File: config.mk
export PLATFORM = sky130hd
export DESIGN_NAME = eh2_dec_gpr_wb_arb
export DESIGN_NICKNAME = d
export VERILOG_FILES = /design/src/rtl/eh2_dec_gpr_wb_arb.sv
export SDC_FILE = /design/constraint.sdc
export NUM_CORES = 1
export LEC_CHECK = 0
export ABC_AREA = 0
export CAP_MARGIN = 20
export CORE_ASPECT_RATIO = 1.1
export CORE_UTILIZATION = 45
export DETAILED_ROUTE_END_ITERATION = 8
export PLACE_DENSITY_LB_ADDON = 0.2
export SYNTH_ARGS = -nofsm -noshare
export SYNTH_HDL_FRONTEND = slang
export SYNTH_SLANG_ARGS = --single-unit
File: constraint.sdc
create_clock -name clk -period 4.8 [get_ports clk]
set_clock_uncertainty 0.15 [all_clocks]
set_input_delay 0.96 -clock clk [delete_from_list [all_inputs] [get_ports clk]]
set_output_delay 0.96 -clock clk [all_outputs]
set_load 0.005 [all_outputs]
File: src/rtl/eh2_dec_gpr_wb_arb.sv
// Late GPR writeback arbiter: one holding register per late-writeback source
// (nb-load, divider, spare), served round-robin onto GPR write port 3 in the
// cycles the in-order pipeline leaves that port idle. Supports per-thread
// cancel and reports per-thread pending writebacks for decode RAW stalls.
module eh2_dec_gpr_wb_arb #(
    parameter int NREQ = 3
) (
    input  logic                 clk,
    input  logic                 rst_l,
    input  logic [NREQ-1:0]      req_valid,
    output logic [NREQ-1:0]      req_ready,
    input  logic [NREQ-1:0]      req_tid,
    input  logic [NREQ*5-1:0]    req_addr,
    input  logic [NREQ*32-1:0]   req_data,
    input  logic                 port_busy,
    input  logic                 cancel_valid,
    input  logic                 cancel_tid,
    output logic                 wen,
    output logic                 wtid,
    output logic [4:0]           waddr,
    output logic [31:0]          wd,
    output logic [1:0]           pend,
    output logic [1:0]           pend_addr_hit,
    input  logic [4:0]           chk_addr
);

    // Holding registers: valid bits and pointer are control (reset), payload is not.
    logic [NREQ-1:0] hold_v_q, hold_v_d;
    logic [NREQ-1:0] hold_tid_q;
    logic [4:0]      hold_addr_q [NREQ];
    logic [31:0]     hold_data_q [NREQ];
    logic [1:0]      rr_ptr_q, rr_ptr_d;

    logic [NREQ-1:0] elig;
    logic [NREQ-1:0] load;
    logic            gnt_vld;
    logic [1:0]      gnt_idx;
    logic [2:0]      cand;

    // A free register is ready; readiness never depends on this cycle's valid.
    assign req_ready = ~hold_v_q;

    // Entries of a thread being cancelled this cycle may not win the port.
    always_comb begin
        elig = '0;
        for (int i = 0; i < NREQ; i++) begin
            elig[i] = hold_v_q[i] & ~(cancel_valid & (hold_tid_q[i] == cancel_tid));
        end
    end

    // Round-robin search starting at rr_ptr, wrapping modulo NREQ.
    always_comb begin
        gnt_vld = 1'b0;
        gnt_idx = 2'd0;
        cand    = 3'd0;
        for (int k = 0; k < NREQ; k++) begin
            cand = {1'b0, rr_ptr_q} + 3'(k);
            if (cand >= 3'(NREQ)) begin
                cand = cand - 3'(NREQ);
            end
            if (!gnt_vld && !port_busy && elig[cand[1:0]]) begin
                gnt_vld = 1'b1;
                gnt_idx = cand[1:0];
            end
        end
    end

    // Write port drive: zeros whenever nothing is granted.
    always_comb begin
        wen   = gnt_vld;
        wtid  = 1'b0;
        waddr = 5'd0;
        wd    = 32'd0;
        if (gnt_vld) begin
            wtid  = hold_tid_q[gnt_idx];
            waddr = hold_addr_q[gnt_idx];
            wd    = hold_data_q[gnt_idx];
        end
    end

    // Pending status from flops only; held addresses are never x0.
    always_comb begin
        pend          = 2'b00;
        pend_addr_hit = 2'b00;
        for (int i = 0; i < NREQ; i++) begin
            if (hold_v_q[i]) begin
                pend[hold_tid_q[i]] = 1'b1;
                if ((hold_addr_q[i] == chk_addr) && (chk_addr != 5'd0)) begin
                    pend_addr_hit[hold_tid_q[i]] = 1'b1;
                end
            end
        end
    end

    // Next-state: retire grant, apply cancel, capture accepted requests.
    always_comb begin
        hold_v_d = hold_v_q;
        load     = '0;
        for (int i = 0; i < NREQ; i++) begin
            if (gnt_vld && (gnt_idx == 2'(i))) begin
                hold_v_d[i] = 1'b0;
            end
            if (cancel_valid && (hold_tid_q[i] == cancel_tid)) begin
                hold_v_d[i] = 1'b0;
            end
            // x0 targets and requests of a cancelled thread are accepted but dropped.
            if (req_valid[i] && !hold_v_q[i] && (req_addr[5*i +: 5] != 5'd0) &&
                !(cancel_valid && (req_tid[i] == cancel_tid))) begin
                hold_v_d[i] = 1'b1;
                load[i]     = 1'b1;
            end
        end
        rr_ptr_d = rr_ptr_q;
        if (gnt_vld) begin
            rr_ptr_d = (gnt_idx == 2'(NREQ-1)) ? 2'd0 : gnt_idx + 2'd1;
        end
    end

    // Control state with asynchronous reset.
    always_ff @(posedge clk or negedge rst_l) begin
        if (!rst_l) begin
            hold_v_q <= '0;
            rr_ptr_q <= 2'd0;
        end else begin
            hold_v_q <= hold_v_d;
            rr_ptr_q <= rr_ptr_d;
        end
    end

    // Payload capture on accept; qualified by hold_v so no reset is needed.
    always_ff @(posedge clk) begin
        for (int i = 0; i < NREQ; i++) begin
            if (load[i]) begin
                hold_tid_q[i]  <= req_tid[i];
                hold_addr_q[i] <= req_addr[5*i +: 5];
                hold_data_q[i] <= req_data[32*i +: 32];
            end
        end
    end

endmodule

== Yosys cells after proc, flatten, opt, wreduce, memory -nomap -nowiden ==
Memory sizes are Yosys's and may differ from the RTL's.
Cells that the tools add are included.
Word-level totals
  bits in writable memories: 111
  word-level logic and storage cells: 153
  register bits: 8
  memories: 2
  input port bits: 127
Cells by class
  equal/unequal tests: 11
  muxes and demuxes: 54
  bitwise logic cells: 14
  order comparisons: 13
  add/sub/neg operators: 6
  reduce and logical (&&, ||, !) cells: 46
Memories
  hold_data_q: depth 3, width 32, rd ports 1, clocked after Yosys merged registers in 0, wr ports 3, line 31  | logic [31:0] hold_data_q [NREQ];
  hold_addr_q: depth 3, width 5, rd ports 4, clocked after Yosys merged registers in 0, wr ports 3, line 30  | logic [4:0] hold_addr_q [NREQ];
Operator list (count)
  2-bit 2-to-1 mux: 16
  32-bit 2-to-1 mux: 1
  1-bit logical AND: 29
  1-bit 2-to-1 mux: 29
  5-bit nonzero test: 4
  5-bit equality test: 3
  2-bit by 3-bit < comparator with 1-bit output (second input constant): 4
  1-bit logical NOT: 9
  3-bit nonzero test: 3
  1-bit binary-select mux with 2-bit select: 4
  2-bit bitwise OR: 4
  1-bit bitwise AND: 6
  1-bit equality test: 6
  3-bit by 2-bit >= comparator with 1-bit output (second input constant): 2
  1-bit by 2-bit < comparator with 1-bit output (second input constant): 3
  2-bit subtractor (second input constant): 3
  5-bit 2-to-1 mux: 1
  2-bit by 1-bit adder with 3-bit output (second input constant): 1
  2-bit by 2-bit adder with 3-bit output (second input constant): 1
  1-bit demux with 1-bit select: 3
  1-bit >= comparator (second input constant): 3
  1-bit NOT: 3
  3-bit NOT: 1
  2-bit by 1-bit adder with 2-bit output (second input constant): 1
  4 further kinds: 4

== Logic depth before layout (Yosys ltp) ==
  depth after elaboration: 21
  gate-level depth with buffers: 11
  gate-level depth less buffers: 8

== Worst setup path before layout ==
Ideal clock, no wire load.
  kind: input-to-reg
  start point: input port cancel_tid
  end point: memory hold_addr_q[1][0] (enable)
  data required time: 4.160 ns
  slack: -0.076 ns
  arrival: 4.236 ns
  buffers on the path: 1
  stages: 4
  cell sequence: buf_2 -> xor2_1 -> o22ai_1 -> nor3b_1
RTL lines
  start: declaration: line 17  | input logic cancel_tid,
  end: declaration: line 30

== Worst setup path in the final report ==
  start point: input port cancel_valid
  end point: output port wd[17]
Between the ends
  longest elaborated chain between the ends: 17
  elaborated cells on any way between the ends: 30
  those cells by class: mux (13); bitwise (9); reduce/logical (7); memory (1)
Ends and longest elaborated chain
  start: declaration: line 16  | input logic cancel_valid,
  1-bit bitwise AND: line 47  | elig[i] = hold_v_q[i] & ~(cancel_valid & (hold_tid_q[i] == cancel_tid));
  1-bit NOT: line 47
  1-bit bitwise AND: line 47
  1-bit binary-select mux with 2-bit select: line 61  | if (!gnt_vld && !port_busy && elig[cand[1:0]]) begin
  1-bit 2-to-1 mux (implied by the code): line 61
  1-bit logical AND: line 61
  1-bit 2-to-1 mux: line 61
  1-bit logical NOT: line 61
  1-bit logical AND (2 in a row): line 61
  1-bit 2-to-1 mux: line 61
  1-bit logical NOT: line 61
  1-bit logical AND (2 in a row): line 61
  2-bit 2-to-1 mux: line 61
  memory read 3 x 32 bit
  32-bit 2-to-1 mux (*): line 74  | if (gnt_vld) begin
  end: declaration: line 21  | output logic [31:0] wd,
Mark *: on every way between the ends. The rest lies on a longest branch, timed or not. The select of a mux whose other input is x is not followed.

==> results.toml <==
[outcome]
status = "finished, final reports clean"

[setup_path]
cp.arrival_ns = 3.51
reg2reg_depth = 9
cp.depth = 10
crit_start = "cancel_valid"
crit_chain = "clkdlybuf4s50_1, inv_2, o21ai_1, a41o_1, a2111oi_4, buf_4, buf_12, nand2_1, a31oi_1, clkdlybuf4s50_1"
worstSetupStartpointType = "input port"
crit_path_end_kind = "output port"
crit_family = "buffers and inverters"
rrSetupSlack_ns = 2.39
cp_slowest_cell = "clkdlybuf4s50_1"
crit_type = "in -> out"
reg2reg_from = "rr_ptr_q[0]$_DFFE_PN0P_"
rr_endpoint = "rr_ptr_q[0]$_DFFE_PN0P_"
crit_path_frequent_cell = "clkdlybuf4s50_1"
cp_num_buf_inv = 5
crit_end = "wd[17]"
slowest_delay_ns = 0.52
worst-path-max-fanout = 25
critPathRequiredTime_ns = 3.69

[routing]
wl_um = 12500
num_vias = 3558
drtAntennaViolNets = 0
routed_via_density = 5.29
drc = 0
drt_iter0_drc = 170
drt-wirelength-per-cell_um = 18.6
dr.pass1.iters = 4

[floorplanning]
rows = 39
initial_core_util = 0.469
core_um2 = 10500
dieArea_um2 = 11400
die_h_um = 112
pin_count = 173
die_w_um = 102

[sta]
rsz0062_at_grt = "false"
fin_crit_sh = 0.962
layout_min_cycle_time_ns = 4.62
fin_tns_setup_ns = 0
whs_ns = 0.358
tightestPinTransition_ns = 0.565
setup_viol = 0
slew_viol_final = 0
fmax_mhz = 216
hold_viol_final = 0
relSlewSlack = 0.623

[power]
p_leak_nw = 2.86
ir_drop_uv = 281
p_total_mw = 4.19
powerDensity_nw_per_um2 = 551

[clocking]
ctsHoldBuffers = 0
clock_latency_ns = 0.40
cts_root_buffer = "clkbuf_16"
numCtsBuffers = 17
htree_levels = 4
cts_buffer_depth = 2
cts_tree = "yes"
cts.sinks = 119
clk_pin_slew_ns = 0.05

[global_routing]
grt_pass1_wl_um = 19300
grt_pass1_vias = 3820
grt_max_degree = 40
grt-ovfl-total = 0
antenna_found_initial = 0
gr-usage-all-layers = 0.234

[synth]
synth_top_area_cell = "edfxtp_1"
synth_edf_count = 114
avgSynthCellArea_um2 = 15.1
synth_area_um2 = 4940
syn_inst = 328
yosys-top-cells-count = "edfxtp_1, a21o_1, a22o_1, nand2_1, xnor2_1"
synthArstFlopShare = 0.0420
synth_cell_types = 36
synthFlopType = "edfxtp_1"
ys_warn_count = 0
syn_nets = 457
yosysMostFrequentCell = "edfxtp_1"
synth_area_leaders = "edfxtp_1, a22o_1, a21o_1"
ys_seq_area_frac = 0.718
yosysTopAreaCellShare = 0.693
synth-seq-cells = 119

[placed_design]
dp_hpwl_um = 8720
gp_congestion = 0.878
io_buffers = 172

[job]
max-cap-violations = 0

[layout]
drive_gt1_frac = 0.0981
antenna_cells = 0
final_nets = 646
area_growth_pct = 53.6

[min_path]
hp-class = "reg -> reg"
placed cells by master (no fill, tap or decap), types with 4 or more instances in the layout:
cell	count
a21o_1	30
or4_1	4
xor2_1	9
inv_1	9
nand3b_1	9
xnor2_1	12
nand3_1	7
a21oi_1	4
bufinv_16	5
edfxtp_1	114
a22o_1	28
a31oi_1	9
buf_4	10
nand2_1	26
clkdlybuf4s50_1	171
clkbuf_16	17
dfrtp_1	5
nor2_1	9
registers in the layout, summed over array words and instances, names as in the netlist:
name,flops
hold_data_q,96
hold_v_q,3
rr_ptr_q,2
hold_tid_q,3
hold_addr_q,15
layout make-up:
cell class / count / area, um^2
inverter: 10 / 37.5
multi-input combinational: 184 / 1320
sequential: 119 / 3550
clock inverter: 13 / 218
timing repair buffer: 185 / 1860
clock buffer: 19 / 433
tap: 143 / 179
fill: 715 / 2950
worst register-to-register path, cell delays in order (launching register included):
cell and delay, ns:
dfrtp_1 0.36, inv_1 0.05, ha_1 0.38, nand2_1 0.12, a41o_1 0.29, a2111oi_4 0.35, buf_4 0.20, nor3_2 0.05
buf_12 0.18, a21o_1 0.16
metrics by stage:
step | area (um^2) | std cells | utilization | setup WS [ns]
after floorplan | 4950 | 328 | - | 1.01
after global placement | 6940 | 641 | 0.658 | 0.118
after detailed placement | 6940 | 641 | 0.658 | 0.0674
after CTS | 7590 | 673 | 0.720 | 0.0607
after global routing | 7590 | 673 | 0.720 | 0.0344
final | 7590 | 673 | 0.720 | 0.180
worst min path at each step:
stage | start | to | slack [ns] | cells after the start
after floorplan | rr_ptr_q[1]$_DFFE_PN0P_ | rr_ptr_q[1]$_DFFE_PN0P_ | 0.33 | 1
after global placement | rr_ptr_q[0]$_DFFE_PN0P_ | rr_ptr_q[0]$_DFFE_PN0P_ | 0.34 | 1
after detailed placement | rr_ptr_q[0]$_DFFE_PN0P_ | rr_ptr_q[0]$_DFFE_PN0P_ | 0.35 | 1
after CTS | rr_ptr_q[0]$_DFFE_PN0P_ | rr_ptr_q[0]$_DFFE_PN0P_ | 0.36 | 1
after global routing | rr_ptr_q[1]$_DFFE_PN0P_ | rr_ptr_q[1]$_DFFE_PN0P_ | 0.38 | 1
final | rr_ptr_q[0]$_DFFE_PN0P_ | rr_ptr_q[0]$_DFFE_PN0P_ | 0.36 | 1
cell families after synthesis:
group,share of synthesized area
flip-flops,0.718
AO/OA/AOI/OAI,0.146
AND/OR/NAND/NOR,0.0716
buffers and inverters,0.0225
XOR/XNOR,0.0372
adder cells (fa/ha/maj),0.00506
power by group:
part	internal [mW]	total, mW	switching, mW	leakage (nW)
logic	0.766	1.38	0.617	1.43
clock network	0.928	1.38	0.448	0.309
registers	1.34	1.43	0.0850	1.12
total	3.04	4.19	1.15	2.86
per-layer routing:
metal,global-route usage,up-vias,part of all wire
met2,0.408,150,0.53
met4,0.101,0,0.022
met1,0.264,1727,0.38
met3,0.0665,21,0.074
met5,0,-,0
li1,-,1660,-
timing repair:
action	CTS	global route
resized for setup	0	3
buffers inserted	0	0
endpoints found under the setup margin	0	36
Power figures use the tool's default switching activity.
